**config.mk**
```make
export PLATFORM = sky130hd
export DESIGN_NAME = mdiv_unit
export DESIGN_NICKNAME = d
export VERILOG_FILES = /design/src/rtl/core_pkg.sv /design/src/rtl/mdiv_negate.sv /design/src/rtl/mdiv_unit.sv
export SDC_FILE = /design/constraint.sdc
export NUM_CORES = 1
export LEC_CHECK = 0
export ABC_AREA = 0
export ABC_CLOCK_PERIOD_IN_PS = 4710
export BUFFER_PORTS_ARGS = -buffer_cell sky130_fd_sc_hd__buf_4
export CAP_MARGIN = 20
export CORE_MARGIN = 3
export CORE_UTILIZATION = 44
export CTS_BUF_LIST = sky130_fd_sc_hd__clkbuf_8
export CTS_CLUSTER_SIZE = 30
export DETAILED_ROUTE_END_ITERATION = 10
export PLACE_DENSITY = 0.68
export RECOVER_POWER = 100
export SYNTH_ARGS = -nofsm -noshare
export SYNTH_HDL_FRONTEND = slang
export SYNTH_SLANG_ARGS = --single-unit
```
**constraint.sdc**
```tcl
create_clock -name CLK -period 4.71 [get_ports CLK]
set_clock_uncertainty 0.15 [all_clocks]
set_input_delay 0.942 -clock CLK [delete_from_list [all_inputs] [get_ports CLK]]
set_output_delay 0.942 -clock CLK [all_outputs]
set_load 0.02 [all_outputs]
```
**src/rtl/core_pkg.sv**
```systemverilog
// Shared definitions for the multiply/divide unit.
//   MDIV_WIDTH   : default operand and HI/LO width
//   mdiv_op_t    : operation code presented on OP when START is asserted
//   mdiv_state_t : sequencer states of mdiv_unit
package core_pkg;

  localparam int MDIV_WIDTH = 32;

  typedef enum logic [2:0] {
    MD_MULT  = 3'd0,
    MD_MULTU = 3'd1,
    MD_DIV   = 3'd2,
    MD_DIVU  = 3'd3,
    MD_MTHI  = 3'd4,
    MD_MTLO  = 3'd5
  } mdiv_op_t;

  typedef enum logic [1:0] {
    ST_IDLE  = 2'd0,
    ST_CALC  = 2'd1,
    ST_FIXUP = 2'd2
  } mdiv_state_t;

endpackage

```
**src/rtl/mdiv_negate.sv**
```systemverilog
// Conditional two's-complement negation.
//   W      : data width
//   en_i   : 1 = output is -val_i, 0 = output is val_i
//   val_i  : input value
//   val_o  : conditionally negated value
module mdiv_negate #(
  parameter int W = 32
) (
  input  logic         en_i,
  input  logic [W-1:0] val_i,
  output logic [W-1:0] val_o
);

  assign val_o = en_i ? (~val_i + {{(W-1){1'b0}}, 1'b1}) : val_i;

endmodule

```
**src/rtl/mdiv_unit.sv**
```systemverilog
// Iterative radix-2 multiply/divide unit holding the architectural HI/LO
// registers. One result bit per cycle on a shared (WIDTH+1)-bit adder.
//   CLK    : core clock
//   RESET  : synchronous active-high reset
//   START  : one-cycle launch strobe
//   OP     : mdiv_op_t operation code
//   SRC_A  : rs operand (multiplicand / dividend / move-to data)
//   SRC_B  : rt operand (multiplier / divisor)
//   BUSY   : operation in flight
//   HI, LO : architectural HI and LO
module mdiv_unit
  import core_pkg::*;
#(
  parameter int  WIDTH = MDIV_WIDTH,
  localparam int CNT_W = $clog2(WIDTH) + 1
) (
  input  logic             CLK,
  input  logic             RESET,
  input  logic             START,
  input  logic [2:0]       OP,
  input  logic [WIDTH-1:0] SRC_A,
  input  logic [WIDTH-1:0] SRC_B,
  output logic             BUSY,
  output logic [WIDTH-1:0] HI,
  output logic [WIDTH-1:0] LO
);

  mdiv_state_t        state_q, state_d;
  logic [CNT_W-1:0]   cnt_q, cnt_d;
  logic [WIDTH-1:0]   acc_hi_q, acc_hi_d, acc_lo_q, acc_lo_d;
  logic [WIDTH-1:0]   opnd_q, opnd_d;
  logic [WIDTH-1:0]   hi_q, hi_d, lo_q, lo_d;
  logic               is_div_q, is_div_d;
  logic               sign_pq_q, sign_pq_d, sign_r_q, sign_r_d;
  logic               busy_q, busy_d;

  // Operation decode
  logic op_mul, op_div, op_signed, start_mv, start_md, sa, sb;
  assign op_mul    = (OP == MD_MULT) || (OP == MD_MULTU);
  assign op_div    = (OP == MD_DIV)  || (OP == MD_DIVU);
  assign op_signed = (OP == MD_MULT) || (OP == MD_DIV);
  assign start_mv  = START && ((OP == MD_MTHI) || (OP == MD_MTLO));
  assign start_md  = START && (op_mul || op_div);
  assign sa        = op_signed & SRC_A[WIDTH-1];
  assign sb        = op_signed & SRC_B[WIDTH-1];

  // Operand magnitudes at capture
  logic [WIDTH-1:0] abs_a, abs_b;
  mdiv_negate #(.W(WIDTH)) u_neg_a (.en_i(sa), .val_i(SRC_A), .val_o(abs_a));
  mdiv_negate #(.W(WIDTH)) u_neg_b (.en_i(sb), .val_i(SRC_B), .val_o(abs_b));

  // Shared adder: multiply adds the multiplicand to acc_hi; divide subtracts
  // the divisor from the left-shifted partial remainder. The remainder stays
  // below 2*divisor, so bit WIDTH of the difference is a valid sign bit (and
  // with a zero divisor the shifted remainder never reaches bit WIDTH).
  logic [WIDTH:0] shifted, add_a, add_b, sum;
  logic           keep;
  assign shifted = {acc_hi_q, acc_lo_q[WIDTH-1]};
  assign add_a   = is_div_q ? shifted : {1'b0, acc_hi_q};
  assign add_b   = is_div_q ? ~{1'b0, opnd_q} : {1'b0, opnd_q};
  assign sum     = add_a + add_b + {{WIDTH{1'b0}}, is_div_q};
  assign keep    = ~sum[WIDTH];

  // Result sign fixup: quotient reuses the low half of the product negator
  logic [2*WIDTH-1:0] prod_in, prod_res;
  logic [WIDTH-1:0]   rem_res;
  assign prod_in = is_div_q ? {{WIDTH{1'b0}}, acc_lo_q} : {acc_hi_q, acc_lo_q};
  mdiv_negate #(.W(2*WIDTH)) u_neg_p (.en_i(sign_pq_q), .val_i(prod_in), .val_o(prod_res));
  mdiv_negate #(.W(WIDTH))   u_neg_r (.en_i(sign_r_q), .val_i(acc_hi_q), .val_o(rem_res));

  always_comb begin
    state_d   = state_q;
    cnt_d     = cnt_q;
    acc_hi_d  = acc_hi_q;
    acc_lo_d  = acc_lo_q;
    opnd_d    = opnd_q;
    hi_d      = hi_q;
    lo_d      = lo_q;
    is_div_d  = is_div_q;
    sign_pq_d = sign_pq_q;
    sign_r_d  = sign_r_q;
    // A new START (in any state) abandons whatever is in flight.
    if (start_mv) begin
      if (OP == MD_MTHI) hi_d = SRC_A;
      else               lo_d = SRC_A;
      cnt_d   = '0;
      state_d = ST_IDLE;
    end else if (start_md) begin
      opnd_d    = op_div ? abs_b : abs_a;
      acc_hi_d  = '0;
      acc_lo_d  = op_div ? abs_a : abs_b;
      is_div_d  = op_div;
      sign_pq_d = sa ^ sb;
      sign_r_d  = sa;
      cnt_d     = CNT_W'(WIDTH);
      state_d   = ST_CALC;
    end else begin
      case (state_q)
        ST_CALC: begin
          cnt_d = cnt_q - CNT_W'(1);
          if (is_div_q) begin
            acc_hi_d = keep ? sum[WIDTH-1:0] : shifted[WIDTH-1:0];
            acc_lo_d = {acc_lo_q[WIDTH-2:0], keep};
          end else if (acc_lo_q[0]) begin
            acc_hi_d = sum[WIDTH:1];
            acc_lo_d = {sum[0], acc_lo_q[WIDTH-1:1]};
          end else begin
            acc_hi_d = {1'b0, acc_hi_q[WIDTH-1:1]};
            acc_lo_d = {acc_hi_q[0], acc_lo_q[WIDTH-1:1]};
          end
          if (cnt_q == CNT_W'(1)) state_d = ST_FIXUP;
        end
        ST_FIXUP: begin
          lo_d    = prod_res[WIDTH-1:0];
          hi_d    = is_div_q ? rem_res : prod_res[2*WIDTH-1:WIDTH];
          state_d = ST_IDLE;
        end
        default: ;
      endcase
    end
  end

  assign busy_d = (state_d != ST_IDLE);

  always_ff @(posedge CLK) begin
    if (RESET) begin
      state_q   <= ST_IDLE;
      cnt_q     <= '0;
      acc_hi_q  <= '0;
      acc_lo_q  <= '0;
      opnd_q    <= '0;
      hi_q      <= '0;
      lo_q      <= '0;
      is_div_q  <= 1'b0;
      sign_pq_q <= 1'b0;
      sign_r_q  <= 1'b0;
      busy_q    <= 1'b0;
    end else begin
      state_q   <= state_d;
      cnt_q     <= cnt_d;
      acc_hi_q  <= acc_hi_d;
      acc_lo_q  <= acc_lo_d;
      opnd_q    <= opnd_d;
      hi_q      <= hi_d;
      lo_q      <= lo_d;
      is_div_q  <= is_div_d;
      sign_pq_q <= sign_pq_d;
      sign_r_q  <= sign_r_d;
      busy_q    <= busy_d;
    end
  end

  assign BUSY = busy_q;
  assign HI   = hi_q;
  assign LO   = lo_q;

endmodule

```
; Word level (Yosys, flattened, before mapping)
; Index checks and enable logic that the tools add are counted.
[op_classes]
add_sub_neg = 7
n_mul = 0
n_div = 0
n_lt_le_gt_ge = 0
n_eq_ne = 11
shift = 0
n_mux = 33
bitwise = 10
reduce_logical = 17
[ops]
columns = operator, n
row1 = 32-bit two-way mux, 23
row2 = 64-bit two-way mux, 2
row3 = 32-bit by 1-bit adder with 32-bit output (second input constant), 3
row4 = 32-bit NOT, 3
row5 = 33-bit two-way mux, 2
row6 = 64-bit by 1-bit adder with 64-bit output (second input constant), 1
row7 = 64-bit NOT, 1
row8 = 33-bit by 1-bit adder with 33-bit output, 1
row9 = 33-bit adder, 1
row10 = 32-bit NOT with 33-bit output, 1
row11 = 6-bit two-way mux, 2
row12 = 3-bit by 2-bit equality test with 1-bit output (second input constant), 2
row13 = 3-bit equality test (second input constant), 2
row14 = 6-bit by 1-bit equality test with 1-bit output (second input constant), 1
row15 = 2-bit two-way mux, 3
row16 = 3-bit AND reduction, 2
row17 = 2-bit nonzero test, 3
row18 = 6-bit by 1-bit subtractor with 6-bit output (second input constant), 1
row19 = 1-bit logical OR, 5
row20 = 2-bit inequality test (second input constant), 2
row21 = 2-bit one-hot mux with 2 select lines, 1
row22 = 2-bit AND reduction, 2
row23 = 3-bit by 1-bit equality test with 1-bit output (second input constant), 1
row24 = 3-bit logical NOT, 1
row25 = 9 further kinds, 12
[word_totals]
ff_bits = 172
latch_bits = 0
ram_bits = 0
romBits = 0
in_bits = 70
wordCells = 90
memories = 0

; Depth between registers and ports, before layout
; Gate-level depths: netlist (run 1).
[logic_depth]
depth_word = 8
mapped_depth = 19

; By module
; From an unflattened synthesis (run 1), not the netlist that was laid out.
[unflattened]
hier_cells = 1991
hier_area_um2 = 15855.2
[modules_own_cells]
columns = mod, n_inst, cells_each, area_each_um2, seq_area_each_um2
row1 = mdiv_unit, 1, 1488, 11875.1, 3443.3
row2 = mdiv_negate (u_neg_a ...), 3, 99, 777.0, 0.0
row3 = mdiv_negate (u_neg_p), 1, 206, 1649.1, 0.0

; Worst setup path after synthesis (run 1)
; Ideal clock, no wire load.
[synth_path]
kind = register to register
from = reg is_div_q
to = reg acc_hi_q[28]
setup_ns = 0.074
t_arrival_ns = 4.657
required_time_ns = 4.486
setup_slack_ns = -0.171
path_stages_with_launch = 18
n_path_buf = 5
synth_period_minus_slack_ns = 4.881
cell_sequence = dfxtp_1 clkbuf_1 clkbuf_1 buf_1 clkbuf_1 buf_1 xor2_1 ha_1 nand2_1 o31ai_2 a31oi_1 a31o_2 o31ai_1 nand2_1 a41oi_1 mux2_2 o31a_1 a31oi_1
[synth_between]
elab_chain_len = 7
elab_cells_between_ends = 9
classes_between = add/sub (2) / mux (7)
[synth_rtl]
columns = item, line_no
row1 = start: declaration, mdiv_unit.sv:33  ; logic is_div_q, is_div_d;
row2 = start signal: assignment, mdiv_unit.sv:146  ; is_div_q <= is_div_d;
row3 = 33-bit two-way mux (on tied branches), "mdiv_unit.sv:59, mdiv_unit.sv:60"
row4 = 33-bit adder, mdiv_unit.sv:61  ; assign sum = add_a + add_b + {{WIDTH{1'b0}}, is_div_q};
row5 = 33-bit by 1-bit adder with 33-bit output, mdiv_unit.sv:61
row6 = 32-bit two-way mux (on tied branches), "mdiv_unit.sv:104, mdiv_unit.sv:102"
row7 = 32-bit two-way mux *, mdiv_unit.sv:101  ; if (is_div_q) begin
row8 = 32-bit two-way mux *, mdiv_unit.sv:98  ; case (state_q)
row9 = 32-bit two-way mux *, mdiv_unit.sv:88  ; end else if (start_md) begin
row10 = end signal: assignment, mdiv_unit.sv:141  ; acc_hi_q <= acc_hi_d;
row11 = end: declaration, mdiv_unit.sv:30  ; logic [WIDTH-1:0] acc_hi_q, acc_hi_d, acc_lo_q, acc_lo_d;
; Every way passes the cells marked *; elsewhere a longest branch is shown, timed or not. The select of a mux whose other input is x is not followed.
; A chain may end at the register's enable or synchronous reset.

; Worst setup path in the final report (run 1)
[layout_path]
from = in OP[2]
to = reg acc_lo_q[30]
[layout_between]
elab_chain_len = 6
elab_cells_between_ends = 22
classes_between = eq/ne (5) / mux (4) / bitwise (3) / reduce/logical (10)
[layout_rtl]
columns = item, line_no
row1 = start: declaration, mdiv_unit.sv:20  ; input logic [2:0] OP,
row2 = 3-bit by 2-bit equality test with 1-bit output (tied with other cells), "mdiv_unit.sv:40, mdiv_unit.sv:41"
row3 = 1-bit logical OR (on tied branches), "mdiv_unit.sv:41, mdiv_unit.sv:39, mdiv_unit.sv:40"
row4 = 1-bit AND (tied with other cells), mdiv_unit.sv:45  ; assign sb = op_signed & SRC_B[WIDTH-1];
row5 = 32-bit two-way mux / 1-bit logical AND (equally long branches), "mdiv_negate.sv:14, mdiv_unit.sv:43"
row6 = 32-bit two-way mux / 2-bit nonzero test (equally long branches), --
row7 = 32-bit two-way mux / 2-bit AND reduction (equally long branches), --
row8 = end signal: assignment, mdiv_unit.sv:142  ; acc_lo_q <= acc_lo_d;
row9 = end: declaration, mdiv_unit.sv:30
; Several ways; a longest one is shown, not always the timed one.

==> results.md, run 1 <==
- Syn_nets: 2042
- Clock latency on the worst-skew pair: 0.51 ns
- Initial antenna violation count: 1
- Fmax: 229 MHz
- Full die area: 34600 sq um
- Synthesized instance count: 1932
- Crit path launch: OP[2]
- Synthesis-stage register bit count: 172
- Max Cap Viol: 4
- Largest net degree at the start of global routing: 85
- First-pass GRT wire length: 77400 um
- DR WL/cell: 21.7 um
- Share of post-route cells with drive strength above 1: 10.6%
- Clock transition at path regs: 0.11 ns
- Antenna Nets Post-Route: 0
- Status: finished, violations left
- Final period utilization: 92.6%
- Share of synthesized registers carrying an async set or reset: 0%
- Chip width: 186 um
- RSZ-0062 raised after global routing: false
- Clock Path Buffers: 2
- Port Buffer Count: 134
- Total wire length: 51600 um
- CP startpoint kind: primary input
- Gr ovfl total: 0
- CP Class: primary input to flip-flop
- Clock sink count: 172
- Failing checks: max-capacitance violations, max-slew violations
- CP max-delay cell: clkbuf_1
- Power per cell area: 235 nW/um^2
- CTS buffer count: 17
- Slew @ Worst Pin: 2.40 ns
- Number of synthesized flops with an enable pin: 0
- Critical path capture point: acc_lo_q[30]$_SDFFE_PP0P_
- VDD IR-drop max: 228 uV
- Core footprint: 31700 sq um
- CTS tree: done
- Post-synthesis sequential area ratio: 24.2%
- Final HPWL DP: 39400 um
- Initial core utilization: 45.0%
- Post-synth top area share: 24.2%
- Synth warnings: 0
- Critical path capture point type: flip-flop
- # IOs: 135
- Reg2Reg Depth: 12
- CTS root buf: clkbuf_8
- DR vias/cell: 6.15
- Placer's final routability congestion estimate: 0.952
- Mean Syn Cell Area: 7.38 sq um
- Overall power: 3.67 mW
- Final nets: 2071
- Max Fanout on Critical Path: 53
- Max stage delay on crit path: 1.69 ns
- CTS Hold Bufs: 0
- Layout area overhead: 9.59%
- Worst r2r dst: acc_hi_q[28]$_SDFFE_PP0P_
- Setup_tns: 0 ns
- Unique masters post-synth: 81
- Hold crit path type: flip-flop to flip-flop
- Final Hold Fails: 0
- Top cells by area, synth: dfxtp_1, xor2_1, a21oi_1, mux2i_1, nor2_1
- Die height: 186 um
- Main synth FF type: dfxtp_1
- Post-cts sizing count: 0
- DR pass1 iterations: 6
- CP Data Required Time: 4.98 ns
- CP arrival: 4.63 ns
- Clock H-tree levels: 4
- Synth area leader: dfxtp_1
- # fillers: 3259
- Final cell utilization of the core: 49.3%
- Setup violators final: 0
- Postcts setup bufs: 0
- DRC: 0
- R2R Path Start: is_div_q$_SDFFE_PP0P_
- Gr usage total: 28.9%
- Tmin final: 4.36 ns
- Mapped cell area: 14300 sq um
- Cell Chain, Critical Path: buf_4 > nand2b_2 > clkbuf_1 > nand2_1 > clkbuf_2 > a311o_1 > a221oi_1
- Leak pwr: 6.11 nW
- 1st-iter DRT viols: 1563
- Max-slew violations: 193
- Commonest non-fill, non-tap cell in the layout: nor2_1
- Commonest non-fill, non-tap cells in the layout: nor2_1, nand2_1, a21oi_1, dfxtp_1, xor2_1
- Worst slew margin: -60.0%
- Via Count: 14.6k
- # rows: 65
- Reg2Reg Setup Slack: 0.35 ns
- Vias in the first global route: 13.4k
## registers in the layout, indices dropped and copies added (netlist names)
register	count
BUSY	1
opnd_q	32
acc_lo_q	32
state_q	2
cnt_q	6
sign_r_q	1
is_div_q	1
acc_hi_q	32
HI	32
LO	32
sign_pq_q	1
## cell families (layout without fill, tap and decap cells)
| logic type | Yosys count | after routing | share of synthesized area (%) |
|---|---|---|---|
| simple gates | 647 | 647 | 21.1 |
| compound gates | 563 | 563 | 25.3 |
| buf+inv | 202 | 244 | 5.48 |
| xor+xnor | 182 | 182 | 11.2 |
| flops | 172 | 172 | 24.2 |
| mux | 126 | 126 | 9.15 |
| fa+ha+maj | 40 | 40 | 3.56 |
| other cells | 0 | 1 | 0 |
## cell usage after synthesis (6+ instances only)
cell type and instances:
nor2b_1 10, and3_1 7, nor4_1 16, buf_2 10
nor2_1 236, o31ai_1 23, a221oi_1 13, o21bai_1 7
o211ai_1 33, nand2_1 207, mux2_2 35, a311oi_1 7
a211oi_1 65, o41ai_1 12, a21oi_1 185, xor2_1 115
a31oi_1 15, a21o_1 15, ha_1 39, or2_2 6
nand2b_1 11, and2_1 7, or3_1 23, o21ai_1 19
dfxtp_1 172, clkbuf_1 142, buf_1 14, nand3_1 25
o221ai_1 27, nand3b_1 7, inv_1 32, nand4_1 9
mux2i_1 91, xnor2_1 66, or4_1 7, o21ai_0 96
nor3_1 46
## power by group
group / switching (mW) / internal (mW)
Sequential: 0.0959 / 1.51
Clock: 0.640 / 0.443
Combinational: 0.627 / 0.355
Total: 1.36 / 2.31
## worst max-delay path: cells and delay by family
family	cells	cell delay, ns
buffers and inverters	3	2.53
AO/OA/AOI/OAI	2	0.72
AND/OR/NAND/NOR	2	0.42
## worst min path at each step
| stage | depth (start not counted) | start | end | slack [ns] |
|---|---|---|---|---|
| after floorplan | 2 | opnd_q[25]$_SDFFE_PP0P_ | opnd_q[25]$_SDFFE_PP0P_ | 0.29 |
| after global placement | 2 | HI[22]$_SDFFE_PP0P_ | HI[22]$_SDFFE_PP0P_ | 0.28 |
| after detailed placement | 2 | HI[22]$_SDFFE_PP0P_ | HI[22]$_SDFFE_PP0P_ | 0.29 |
| after CTS | 2 | HI[22]$_SDFFE_PP0P_ | HI[22]$_SDFFE_PP0P_ | 0.31 |
| after global routing | 2 | HI[13]$_SDFFE_PP0P_ | HI[13]$_SDFFE_PP0P_ | 0.33 |
| final | 2 | HI[22]$_SDFFE_PP0P_ | HI[22]$_SDFFE_PP0P_ | 0.30 |
## cell type report
cell class | count | area (sq um) | share of cell area (%)
sequential | 172 | 3450 | 22.1
antenna | 1 | 2.50 | 0.0160
timing repair buffer | 179 | 1110 | 7.13
clock inverter | 14 | 136 | 0.873
tap | 402 | 503 | 3.22
inverter | 33 | 124 | 0.793
multi-input combinational | 1558 | 10000 | 64.3
clock buffer | 18 | 248 | 1.59
## stage by stage
step           instance area (sq um)  cells  hold WS, ns  setup slack, ns
2_1_floorplan                  14300   1932        0.293           0.0451
3_3_place_gp                   15500   2344        0.284            0.495
3_5_place_dp                   15500   2344        0.291            0.424
4_1_cts                        15900   2376        0.305            0.387
5_1_grt                        15600   2376        0.328           0.0761
6_report                       15600   2377        0.301            0.350
## metal layers
layer	track usage (%)	vias to the layer above	share of wire, %
li1	-	6998	-
met1	39.8	6938	44
met2	46.2	608	46
met3	4.44	86	7.5
met4	9.98	0	3.1
met5	0	-	0
Power figures use the tool's default switching activity.
==> run 2: changes to the inputs <==
- CORE_MARGIN: 3 -> 4
==> results.md, run 2 (synthesized netlist as in run 1, its figures left out) <==
- Post-cts sizing count: 0
- Commonest non-fill, non-tap cell in the layout: nor2_1
- Largest net degree at the start of global routing: 69
- Setup violators final: 0
- Area post-placement: 15600 sq um
- CP arrival: 4.69 ns
- Fmax: 226 MHz
- Clock H-tree levels: 4
- Cell Chain, Critical Path: buf_12 > buf_4 > xor2_1 > ha_1 > nand2_1 > o21ai_0 > a31oi_1 > a31o_2 > o31ai_1 > nand2_1 > a41oi_1 > mux2_2 > o31a_1 > a31oi_1
- Slew @ Worst Pin: 3.16 ns
- Hold crit path type: flip-flop to flip-flop
- DR pass1 iterations: 6
- Postcts setup bufs: 0
- Leak pwr: 6.09 nW
- CP max-delay cell: dfxtp_4
- CTS tree: done
- Post-route cell area: 15700 sq um
- Clock Path Buffers: 2
- Failing checks: max-capacitance violations, max-slew violations
- Max Cap Viol: 1
- Final Hold Fails: 0
- Fin cells: 2410
- Clock transition at path regs: 0.11 ns
- Clock sink count: 172
- CTS Hold Bufs: 0
- Max-slew violations: 69
- CTS buffer count: 17
- DRC: 0
- Port Buffer Count: 134
- Final HPWL DP: 40200 um
- Power per cell area: 236 nW/um^2
- Seq. cell area: 3450 sq um
- Final period utilization: 93.8%
- Initial core utilization: 44.8%
- Status: finished, violations left
- Max stage delay on crit path: 0.58 ns
- First-pass GRT wire length: 79100 um
- Antenna Nets Post-Route: 0
- # IOs: 135
- Commonest non-fill, non-tap cells in the layout: nor2_1, nand2_1, a21oi_1, dfxtp_1, xor2_1
- Full die area: 35300 sq um
- Gr ovfl total: 0
- # rows: 65
- Gr usage total: 28.0%
- Vias in the first global route: 13.8k
- DR vias/cell: 6.13
- Critical path capture point type: flip-flop
- Tmin final: 4.42 ns
- Core footprint: 31800 sq um
- Total wire length: 51800 um
- Worst slew margin: -110%
- CP top delay family: compound AO/OA/AOI/OAI gates
- Share of post-route cells with drive strength above 1: 10.7%
- # fillers: 3259
- Initial antenna violation count: 1
- Via Count: 14.8k
- CP bufs+invs: 2
- CP Class: flip-flop to flip-flop
- Placer's final routability congestion estimate: 0.948
- Clock latency on the worst-skew pair: 0.49 ns
- Antenna cells: 0
- Setup_tns: 0 ns
- CTS root buf: clkbuf_8
- Max Fanout on Critical Path: 28
- 1st-iter DRT viols: 1445
- CP Data Required Time: 4.98 ns
- RSZ-0062 raised after global routing: false
- Final nets: 2072
- VDD IR-drop max: 188 uV
- DR WL/cell: 21.5 um
- Die height: 188 um
- Area of the multi-input gates: 10000 sq um
- Layout area overhead: 9.86%
- CP startpoint kind: flip-flop
- Inst Count DP: 2378
- Chip width: 188 um
[run 2: cell count changes in the layout (fill, tap and decap cells not counted), moves of 2 or more]
cell / before / now
buf_4: 106 / 104
clkinvlp_4: 3 / 1
o21ai_1: 17 / 19
inv_8: 2 / 6
clkbuf_2: 2 / 6
o21ai_0: 98 / 96
[run 2: worst paths after layout]
| check | start | endpoint | slack [ns] | cells after the start |
|---|---|---|---|---|
| max | is_div_q$_SDFFE_PP0P_ | acc_hi_q[28]$_SDFFE_PP0P_ | 0.29 | 14 |
| min | HI[22]$_SDFFE_PP0P_ | HI[22]$_SDFFE_PP0P_ | 0.30 | 2 |
| max reg2reg | is_div_q$_SDFFE_PP0P_ | acc_hi_q[28]$_SDFFE_PP0P_ | 0.29 | 14 |
| min reg2reg | HI[22]$_SDFFE_PP0P_ | HI[22]$_SDFFE_PP0P_ | 0.30 | 2 |
[run 2: report_power, final]
group / switching, mW / internal [mW] / total (mW)
combinational: 0.628 / 0.352 / 0.979
sequential: 0.0960 / 1.51 / 1.61
clock: 0.663 / 0.451 / 1.11
[run 2: area by class of cell]
| class | instances | area share (%) |
|---|---|---|
| multi-input cells | 1558 | 64.2 |
| clock buffers | 17 | 1.49 |
| repair buffers | 180 | 6.96 |
| inverters | 33 | 0.791 |
| flip-flops and latches | 172 | 22.0 |
| well taps | 435 | 3.48 |
| clock inverters | 15 | 1.11 |
[run 2: per-stage QoR]
stage	utilization [%]	hold WS (ns)	setup WS [ns]	power, mW
after CTS	50.3	0.302	0.398	3.71
after global placement	49.0	0.284	0.533	2.60
after floorplan	-	0.293	0.0451	2.28
after global routing	49.3	0.313	0.0303	3.85
final	49.3	0.302	0.292	3.70
after detailed placement	49.0	0.289	0.448	2.61
[run 2: metal layers]
layer	up-vias	global-route usage, %	share of wire [%]
met4	0	9.26	3.3
met5	-	0	0
met1	6988	37.8	43
met3	114	4.73	7.5
li1	7003	-	-
met2	657	45.5	46
[run 2: tightest hold or removal path: stages (launching register included)]
cell and delay, ns:
dfxtp_1 0.33, nand2_1 0.05, nand2_1 0.04
